===== config.mk =====
export PLATFORM = sky130hd
export DESIGN_NAME = hsk_link_watchdog_flat
export DESIGN_NICKNAME = d
export VERILOG_FILES = /design/src/rtl/hsk_link_watchdog_pkg.sv /design/src/rtl/hsk_link_watchdog_if.sv /design/src/rtl/hsk_link_watchdog_low_run_det.sv /design/src/rtl/hsk_link_watchdog.sv /design/src/flat_wrapper.sv
export SDC_FILE = /design/constraint.sdc
export NUM_CORES = 1
export LEC_CHECK = 0
export ABC_AREA = 1
export CAP_MARGIN = 30
export CORE_MARGIN = 2
export CORE_UTILIZATION = 59
export DETAILED_ROUTE_END_ITERATION = 7
export PLACE_DENSITY = 0.84
export SYNTH_ARGS = -nofsm -noshare
export SYNTH_HDL_FRONTEND = slang
export SYNTH_SLANG_ARGS = --single-unit

===== constraint.sdc =====
create_clock -name wb_clk_i -period 3 [get_ports wb_clk_i]
set_clock_uncertainty 0.2 [all_clocks]
set_input_delay 0.6 -clock wb_clk_i [delete_from_list [all_inputs] [get_ports wb_clk_i]]
set_output_delay 0.6 -clock wb_clk_i [all_outputs]
set_load 0.005 [all_outputs]

===== src/rtl/hsk_link_watchdog_pkg.sv =====
// Shared types and timing helpers for the housekeeping link watchdog.
package hsk_wdog_pkg;

  typedef enum logic [1:0] {
    IDLE    = 2'd0,
    ARMED   = 2'd1,
    NULL_TX = 2'd2,
    HOLD    = 2'd3
  } wdog_state_t;

  // RX low-run length (in clocks) at which a null byte is recognised:
  // half a bit short of the full nine-bit low period, to tolerate edge jitter.
  function automatic int null_th(input int clks_per_bit, input int null_low_bits);
    return null_low_bits * clks_per_bit - clks_per_bit / 2;
  endfunction

  // RX low-run length (in clocks) beyond which the line is considered in break.
  function automatic int brk_th(input int clks_per_bit, input int null_low_bits);
    return (null_low_bits + 1) * clks_per_bit;
  endfunction

  // Number of clocks the TX line is held low for a transmitted null byte.
  function automatic int tx_len(input int clks_per_bit, input int null_low_bits);
    return null_low_bits * clks_per_bit;
  endfunction

endpackage


===== src/rtl/hsk_link_watchdog_if.sv =====
// Monitor/control bundle between the clock monitors, software and the watchdog.
interface hsk_wdog_if #(
  parameter int NUM_MON = 8,
  parameter int CNT_W   = 16
);
  logic [NUM_MON-1:0] ok_i;
  logic [NUM_MON-1:0] mask_i;
  logic               enable_i;
  logic               clear_i;
  logic               hsk_rx_i;
  logic               trigger_o;
  logic               null_o;
  logic [NUM_MON-1:0] lost_o;
  logic               rx_null_o;
  logic               rx_break_o;
  logic [CNT_W-1:0]   null_count_o;
  logic [1:0]         state_o;

  // Driver side (status sources and software).
  modport master (
    output ok_i, mask_i, enable_i, clear_i, hsk_rx_i,
    input  trigger_o, null_o, lost_o, rx_null_o, rx_break_o, null_count_o, state_o
  );

  // Watchdog side.
  modport slave (
    input  ok_i, mask_i, enable_i, clear_i, hsk_rx_i,
    output trigger_o, null_o, lost_o, rx_null_o, rx_break_o, null_count_o, state_o
  );
endinterface


===== src/rtl/hsk_link_watchdog_low_run_det.sv =====
// Housekeeping RX low-run detector: flags null bytes and line breaks.
module hsk_low_run_det
  import hsk_wdog_pkg::*;
#(
  parameter int CLKS_PER_BIT  = 400,
  parameter int NULL_LOW_BITS = 9
) (
  input  logic wb_clk_i,
  input  logic rst_n,
  input  logic hsk_rx_i,
  output logic rx_null_o,
  output logic rx_break_o
);

  localparam int NULL_TH = null_th(CLKS_PER_BIT, NULL_LOW_BITS);
  localparam int BRK_TH  = brk_th(CLKS_PER_BIT, NULL_LOW_BITS);
  localparam int RUN_W   = $clog2(BRK_TH + 1);

  localparam logic [RUN_W-1:0] NULL_V = RUN_W'(NULL_TH);
  localparam logic [RUN_W-1:0] BRK_V  = RUN_W'(BRK_TH);

  logic [RUN_W-1:0] run_q, run_d;

  // Count consecutive low cycles; saturating at the break threshold keeps the
  // null threshold from being crossed twice within one long low period.
  always_comb begin
    run_d = run_q;
    if (hsk_rx_i) begin
      run_d = '0;
    end else if (run_q != BRK_V) begin
      run_d = run_q + RUN_W'(1);
    end
  end

  // Low-run counter register.
  always_ff @(posedge wb_clk_i or negedge rst_n) begin
    if (!rst_n) begin
      run_q <= '0;
    end else begin
      run_q <= run_d;
    end
  end

  // The counter passes through NULL_TH at most once per low period.
  assign rx_null_o  = (run_q == NULL_V);
  assign rx_break_o = (run_q == BRK_V);

endmodule


===== src/rtl/hsk_link_watchdog.sv =====
// Housekeeping link watchdog: arms on healthy masked clock-OK bits, sends a
// timed null byte on a masked OK drop, then holds until software clears it.
module hsk_link_watchdog
  import hsk_wdog_pkg::*;
#(
  parameter int NUM_MON       = 8,
  parameter int CLKS_PER_BIT  = 400,
  parameter int NULL_LOW_BITS = 9,
  parameter int CNT_W         = 16
) (
  input  logic      wb_clk_i,
  input  logic      wb_rst_n_i,
  hsk_wdog_if.slave bus
);

  localparam int TX_LEN = tx_len(CLKS_PER_BIT, NULL_LOW_BITS);
  localparam int TMR_W  = $clog2(TX_LEN + 1);

  localparam logic [TMR_W-1:0] TMR_LAST = TMR_W'(TX_LEN - 1);
  localparam logic [CNT_W-1:0] CNT_MAX  = '1;

  if (CLKS_PER_BIT < 2 || NUM_MON < 1 || NUM_MON > 32) begin : g_bad_params
    $error("hsk_link_watchdog: CLKS_PER_BIT must be >= 2 and NUM_MON in 1..32");
  end

  logic [1:0]         rst_sync_q;
  logic               rst_n;
  logic [NUM_MON-1:0] ok_q;
  logic [NUM_MON-1:0] fall;
  logic [NUM_MON-1:0] lost_q, lost_d;
  wdog_state_t        state_q, state_d;
  logic [TMR_W-1:0]   timer_q, timer_d;
  logic               null_q, null_d;
  logic               trig_q, trig_d;
  logic [CNT_W-1:0]   count_q, count_d;
  logic               rx_null;
  logic               rx_break;

  // Reset synchroniser: assertion is immediate, release waits two clocks.
  always_ff @(posedge wb_clk_i or negedge wb_rst_n_i) begin
    if (!wb_rst_n_i) begin
      rst_sync_q <= '0;
    end else begin
      rst_sync_q <= {rst_sync_q[0], 1'b1};
    end
  end

  assign rst_n = rst_sync_q[1];

  assign fall = ok_q & ~bus.ok_i;

  // Watchdog next-state, null timer, sticky flags and RX null counter.
  always_comb begin
    state_d = state_q;
    timer_d = timer_q;
    case (state_q)
      IDLE: begin
        // An all-zero mask would trivially satisfy the health check; refuse it.
        if (bus.enable_i && (|bus.mask_i) && (&(bus.ok_i | ~bus.mask_i))) begin
          state_d = ARMED;
        end
      end
      ARMED: begin
        if (|(fall & bus.mask_i)) begin
          state_d = NULL_TX;
          timer_d = '0;
        end else if (!bus.enable_i) begin
          state_d = IDLE;
        end
      end
      NULL_TX: begin
        if (timer_q == TMR_LAST) begin
          state_d = HOLD;
        end else begin
          timer_d = timer_q + TMR_W'(1);
        end
      end
      HOLD: begin
        if (bus.clear_i) begin
          state_d = IDLE;
        end
      end
      default: state_d = IDLE;
    endcase

    null_d = (state_d == NULL_TX);
    trig_d = (state_d == NULL_TX) || (state_d == HOLD);

    // A drop coinciding with a clear must not be lost.
    lost_d = (lost_q & ~{NUM_MON{bus.clear_i}}) | fall;

    count_d = count_q;
    if (bus.clear_i) begin
      count_d = '0;
    end else if (rx_null && (count_q != CNT_MAX)) begin
      count_d = count_q + CNT_W'(1);
    end
  end

  // State and status registers; ok_q starts high so reset never fakes a drop.
  always_ff @(posedge wb_clk_i or negedge rst_n) begin
    if (!rst_n) begin
      ok_q    <= '1;
      lost_q  <= '0;
      state_q <= IDLE;
      timer_q <= '0;
      null_q  <= 1'b0;
      trig_q  <= 1'b0;
      count_q <= '0;
    end else begin
      ok_q    <= bus.ok_i;
      lost_q  <= lost_d;
      state_q <= state_d;
      timer_q <= timer_d;
      null_q  <= null_d;
      trig_q  <= trig_d;
      count_q <= count_d;
    end
  end

  hsk_low_run_det #(
    .CLKS_PER_BIT  (CLKS_PER_BIT),
    .NULL_LOW_BITS (NULL_LOW_BITS)
  ) u_low_run_det (
    .wb_clk_i   (wb_clk_i),
    .rst_n      (rst_n),
    .hsk_rx_i   (bus.hsk_rx_i),
    .rx_null_o  (rx_null),
    .rx_break_o (rx_break)
  );

  assign bus.trigger_o    = trig_q;
  assign bus.null_o       = null_q;
  assign bus.lost_o       = lost_q;
  assign bus.rx_null_o    = rx_null;
  assign bus.rx_break_o   = rx_break;
  assign bus.null_count_o = count_q;
  assign bus.state_o      = state_q;

endmodule


===== src/flat_wrapper.sv =====
// flat-port wrapper written by rule: the top's interface ports become plain ports
module hsk_link_watchdog_flat import hsk_wdog_pkg::*;
#(
  parameter int NUM_MON       = 8,
  parameter int CLKS_PER_BIT  = 400,
  parameter int NULL_LOW_BITS = 9,
  parameter int CNT_W         = 16
)
  (wb_clk_i, wb_rst_n_i, bus_ok_i, bus_mask_i, bus_enable_i, bus_clear_i, bus_hsk_rx_i, bus_trigger_o, bus_null_o, bus_lost_o, bus_rx_null_o, bus_rx_break_o, bus_null_count_o, bus_state_o);
  hsk_wdog_if #(.NUM_MON(NUM_MON), .CNT_W(CNT_W)) bus_i ();
  input  logic wb_clk_i;
  input  logic wb_rst_n_i;
  input wire logic [$bits(bus_i.ok_i)-1:0] bus_ok_i;
  input wire logic [$bits(bus_i.mask_i)-1:0] bus_mask_i;
  input wire logic [$bits(bus_i.enable_i)-1:0] bus_enable_i;
  input wire logic [$bits(bus_i.clear_i)-1:0] bus_clear_i;
  input wire logic [$bits(bus_i.hsk_rx_i)-1:0] bus_hsk_rx_i;
  output wire logic [$bits(bus_i.trigger_o)-1:0] bus_trigger_o;
  output wire logic [$bits(bus_i.null_o)-1:0] bus_null_o;
  output wire logic [$bits(bus_i.lost_o)-1:0] bus_lost_o;
  output wire logic [$bits(bus_i.rx_null_o)-1:0] bus_rx_null_o;
  output wire logic [$bits(bus_i.rx_break_o)-1:0] bus_rx_break_o;
  output wire logic [$bits(bus_i.null_count_o)-1:0] bus_null_count_o;
  output wire logic [$bits(bus_i.state_o)-1:0] bus_state_o;
  assign bus_i.ok_i = bus_ok_i;
  assign bus_i.mask_i = bus_mask_i;
  assign bus_i.enable_i = bus_enable_i;
  assign bus_i.clear_i = bus_clear_i;
  assign bus_i.hsk_rx_i = bus_hsk_rx_i;
  assign bus_trigger_o = bus_i.trigger_o;
  assign bus_null_o = bus_i.null_o;
  assign bus_lost_o = bus_i.lost_o;
  assign bus_rx_null_o = bus_i.rx_null_o;
  assign bus_rx_break_o = bus_i.rx_break_o;
  assign bus_null_count_o = bus_i.null_count_o;
  assign bus_state_o = bus_i.state_o;
  hsk_link_watchdog #(.NUM_MON(NUM_MON), .CLKS_PER_BIT(CLKS_PER_BIT), .NULL_LOW_BITS(NULL_LOW_BITS), .CNT_W(CNT_W)) u_core (.wb_clk_i(wb_clk_i), .wb_rst_n_i(wb_rst_n_i), .bus(bus_i));
endmodule

==> impl_metrics.tcl <==
set metrics [dict create \
    run_status "finished clean" \
    grt_first_pass_wirelength_um 13000 \
    grt_setup_unrepaired "false" \
    syn-cell-area_um2 3470 \
    drt_iter0_markers 273 \
    total_grt_overflow 0 \
    boundaryPins 51 \
    worstMarginPinSlew_ns 0.520 \
    core_um2 5610 \
    multiInputGateArea_um2 1650 \
    detailedRoute.firstPassIterationCount 4 \
    post-synth-top-area-fraction 0.389 \
    achievable-frequency_ghz 0.368 \
    area_grow_syn2layout_pct 20.8 \
    dp_hpwl_um 5330 \
    drc 0 \
    async_flop_share 1.00 \
    vias_in_the_first_global_route 2833 \
    syn_avg_cell_area_um2 8.00 \
    timing.max_cap.violations 0 \
    max_fanout_on_critical_path 5 \
    dr_total_vias 3094 \
    postCtsHoldBufs 0 \
    netlist_top_cells_area "sky130_fd_sc_hd__dfrtp_1, sky130_fd_sc_hd__nand2_1, sky130_fd_sc_hd__nand3_1, sky130_fd_sc_hd__dfstp_2, sky130_fd_sc_hd__inv_1" \
    hold_ws_ns 0.00527 \
    crit_path_start_kind "register" \
    min_period_over_period 0.905 \
    crit_slowest_cell "sky130_fd_sc_hd__clkdlybuf4s50_1" \
    drive_above_1_share 0.111 \
    post_synth_top_flop "sky130_fd_sc_hd__dfrtp_1" \
    synth_seq_area_share 0.450 \
    report.final.slew_viol_count 0 \
    required_ns 2.20 \
    power.density_nw_per_um2 503 \
    nets 518 \
    synth.ff_latch_count 62 \
    delay_contributed_by_the_slowest_stage_of_the_critical_path_ns 0.50 \
    netlist-cell-type-count 38 \
    timing.critical_path.cells "inv_2, nor4_1, nand3_1, inv_1, clkdlybuf4s50_1" \
    diodes 0 \
    cts_max_path_buffers 2 \
    grt_start_max_net_pins 43 \
    worstReg2RegEnd "u_core.timer_q[8]" \
    critical_path_class "reg -> out" \
    clock_latency_ns 0.35 \
    chipWidth_um 80.7 \
    numClockSinks 62 \
    crit_family "buffers and inverters" \
    final_hold_vios 0 \
    final_period_demand_of_the_worst_path_ns 2.71 \
    final.setup.worst_slack_ns 0.286 \
    setup_viol 0 \
    tritoncts_clock_tree "yes" \
    cts.clk_slew.worst_paths_ns 0.07 \
    finalSetupTns_ns 0 \
    gp_congestion 0.896 \
    endpoint_kind "output port" \
    post_drt_wl_per_cell_um 13.2 \
    rows 27 \
    timing.reg2reg.setup_slack_ns 0.62 \
    path_category_of_the_worst_min_delay_check "reg -> async" \
    dieArea_um2 6510 \
    p_leak_nw 1.94 \
    final-seq-area_um2 1560 \
    yosysWarningCount 0 \
    numCtsBuffers 9 \
    detail_route.wirelength_um 7490 \
    post_synth_edffs 0 \
    timing.critical_path.buf_inv 3 \
    post_synth_inst_count 434 \
    port-buffer-count 50 \
    crit_arrival_ns 1.91 \
    vdd_drop_max_v 0.000394 \
    floorplan.die.height_um 80.7 \
    syn_nets 463 \
    cts-htree-levels 3 \
    postRouteAntennaNets 0 \
    antenna_found_initial 0 \
    post-place-ws_ns 0.504 \
    cts_resized 0 \
    worstReg2RegStart "u_core.bus.state_o[0]" \
    fillerInstances 465 \
    timing.slew.headroom 0.651 \
    grt_usage 0.257 \
    yosys.area.top_type "sky130_fd_sc_hd__dfrtp_1" \
    initial_utilization 0.619 \
    cts-root-buf "sky130_fd_sc_hd__clkbuf_8" \
    cts_post_setup_buffers_inserted 0 \
    vias_per_cell 5.47 \
    reg2reg_depth 10 \
]
-- cells by family after synthesis --
logic type      after synthesis  share of synthesized area
simple gates                253                      0.347
flops                        62                      0.450
buf+inv                      58                     0.0764
compound gates               43                     0.0746
xor+xnor                      9                     0.0227
fa+ha+maj                     8                     0.0288
other cells                   1                    0.00108
-- cell type report --
cell class | instances | area share
Multi-Input combinational cell | 314 | 0.392
Clock buffer | 10 | 0.0328
Sequential cell | 62 | 0.373
Clock inverter | 6 | 0.00895
Timing Repair Buffer | 52 | 0.126
Tap cell | 72 | 0.0215
Inverter | 50 | 0.0459
-- stage by stage --
| step | instance area, µm² | std cells | power [mW] | util |
|---|---|---|---|---|
| after floorplan | 3470 | 434 | 1.30 | - |
| after global placement | 4020 | 550 | 1.45 | 0.717 |
| after detailed placement | 4020 | 550 | 1.46 | 0.717 |
| after CTS | 4190 | 566 | 2.12 | 0.748 |
| after global routing | 4190 | 566 | 2.23 | 0.748 |
| final | 4190 | 566 | 2.11 | 0.748 |
-- sequential cells by signal, summed over array words and instances, names as in the netlist --
| name | cells |
|---|---|
| u_core.bus.null_count_o | 16 |
| u_core.timer_q | 12 |
| u_core.u_low_run_det.run_q | 12 |
| u_core.bus.lost_o | 8 |
| u_core.ok_q | 8 |
| u_core.bus.state_o | 2 |
| u_core.rst_sync_q | 2 |
| u_core.bus.null_o | 1 |
| u_core.bus.trigger_o | 1 |
-- cells in the mapped netlist, types with 2 or more instances --
cell / number
sky130_fd_sc_hd__xor2_1: 8
sky130_fd_sc_hd__o21ai_1: 7
sky130_fd_sc_hd__and2_1: 2
sky130_fd_sc_hd__nand3b_1: 5
sky130_fd_sc_hd__nor2_4: 2
sky130_fd_sc_hd__buf_6: 2
sky130_fd_sc_hd__inv_1: 39
sky130_fd_sc_hd__o21ai_0: 14
sky130_fd_sc_hd__a21oi_1: 9
sky130_fd_sc_hd__or2_2: 2
sky130_fd_sc_hd__nor2_2: 2
sky130_fd_sc_hd__ha_1: 8
sky130_fd_sc_hd__nand3_2: 6
sky130_fd_sc_hd__nand2_1: 113
sky130_fd_sc_hd__nor2_1: 34
sky130_fd_sc_hd__nor3b_1: 4
sky130_fd_sc_hd__nor3_2: 2
sky130_fd_sc_hd__nand3_1: 46
sky130_fd_sc_hd__nand4_1: 18
sky130_fd_sc_hd__dfstp_2: 8
sky130_fd_sc_hd__clkbuf_1: 2
sky130_fd_sc_hd__dfrtp_1: 54
sky130_fd_sc_hd__o21bai_1: 3
sky130_fd_sc_hd__nor3_1: 12
sky130_fd_sc_hd__buf_4: 2
sky130_fd_sc_hd__inv_2: 9
sky130_fd_sc_hd__a22o_1: 8
sky130_fd_sc_hd__nand2_2: 3
-- where the power goes --
| part | internal (mW) | leakage (nW) | total (mW) | switching (mW) |
|---|---|---|---|---|
| clock network | 0.317 | 0.0841 | 0.660 | 0.343 |
| logic | 0.198 | 1.05 | 0.495 | 0.297 |
| registers | 0.899 | 0.807 | 0.954 | 0.0551 |
-- layer usage --
| metal | vias up | routed length, µm | GRT usage | share of wire |
|---|---|---|---|---|
| met5 | - | 0 | 0 | 0 |
| met4 | 0 | 90 | 0.0915 | 0.012 |
| met3 | 9 | 355 | 0.0607 | 0.047 |
| met2 | 77 | 3610 | 0.393 | 0.48 |
| met1 | 1469 | 3430 | 0.358 | 0.46 |
| li1 | 1539 | - | - | - |
-- worst max-delay path by stage --
stage,to,from,depth (start not counted),slack [ns]
3_3_place_gp,u_core.timer_q[5],bus_ok_i[4],10,0.56
4_1_cts,bus_rx_break_o,u_core.u_low_run_det.run_q[7],5,0.29
3_5_place_dp,u_core.timer_q[8],bus_ok_i[5],10,0.50
2_1_floorplan,u_core.bus.lost_o[0],u_core.rst_sync_q[1],0,0.96
5_1_grt,bus_rx_break_o,u_core.u_low_run_det.run_q[7],5,0.10
6_report,bus_rx_break_o,u_core.u_low_run_det.run_q[7],5,0.29
-- placed cells by master, fill, tap and decap left out, types with 2 or more instances in the layout --
| cell type | instances |
|---|---|
| sky130_fd_sc_hd__dfrtp_1 | 53 |
| sky130_fd_sc_hd__inv_2 | 9 |
| sky130_fd_sc_hd__nor2_4 | 2 |
| sky130_fd_sc_hd__and2_1 | 2 |
| sky130_fd_sc_hd__nor2_2 | 2 |
| sky130_fd_sc_hd__a22o_1 | 8 |
| sky130_fd_sc_hd__nor3_2 | 2 |
| sky130_fd_sc_hd__inv_1 | 39 |
| sky130_fd_sc_hd__nand4_1 | 18 |
| sky130_fd_sc_hd__clkinv_2 | 3 |
| sky130_fd_sc_hd__nand3b_1 | 5 |
| sky130_fd_sc_hd__nand2_2 | 3 |
| sky130_fd_sc_hd__clkbuf_8 | 10 |
| sky130_fd_sc_hd__ha_1 | 8 |
| sky130_fd_sc_hd__a21oi_1 | 9 |
| sky130_fd_sc_hd__or2_2 | 2 |
| sky130_fd_sc_hd__clkdlybuf4s50_1 | 50 |
| sky130_fd_sc_hd__o21ai_0 | 14 |
| sky130_fd_sc_hd__nor3_1 | 12 |
| sky130_fd_sc_hd__dfstp_2 | 8 |
| sky130_fd_sc_hd__o21bai_1 | 3 |
| sky130_fd_sc_hd__o21ai_1 | 7 |
| sky130_fd_sc_hd__nor3b_1 | 4 |
| sky130_fd_sc_hd__clkinvlp_4 | 3 |
| sky130_fd_sc_hd__nand2_1 | 113 |
| sky130_fd_sc_hd__nor2_1 | 34 |
| sky130_fd_sc_hd__nand3_2 | 6 |
| sky130_fd_sc_hd__nand3_1 | 46 |
| sky130_fd_sc_hd__xor2_1 | 8 |
No activity file was read; power rests on OpenSTA's default activity.
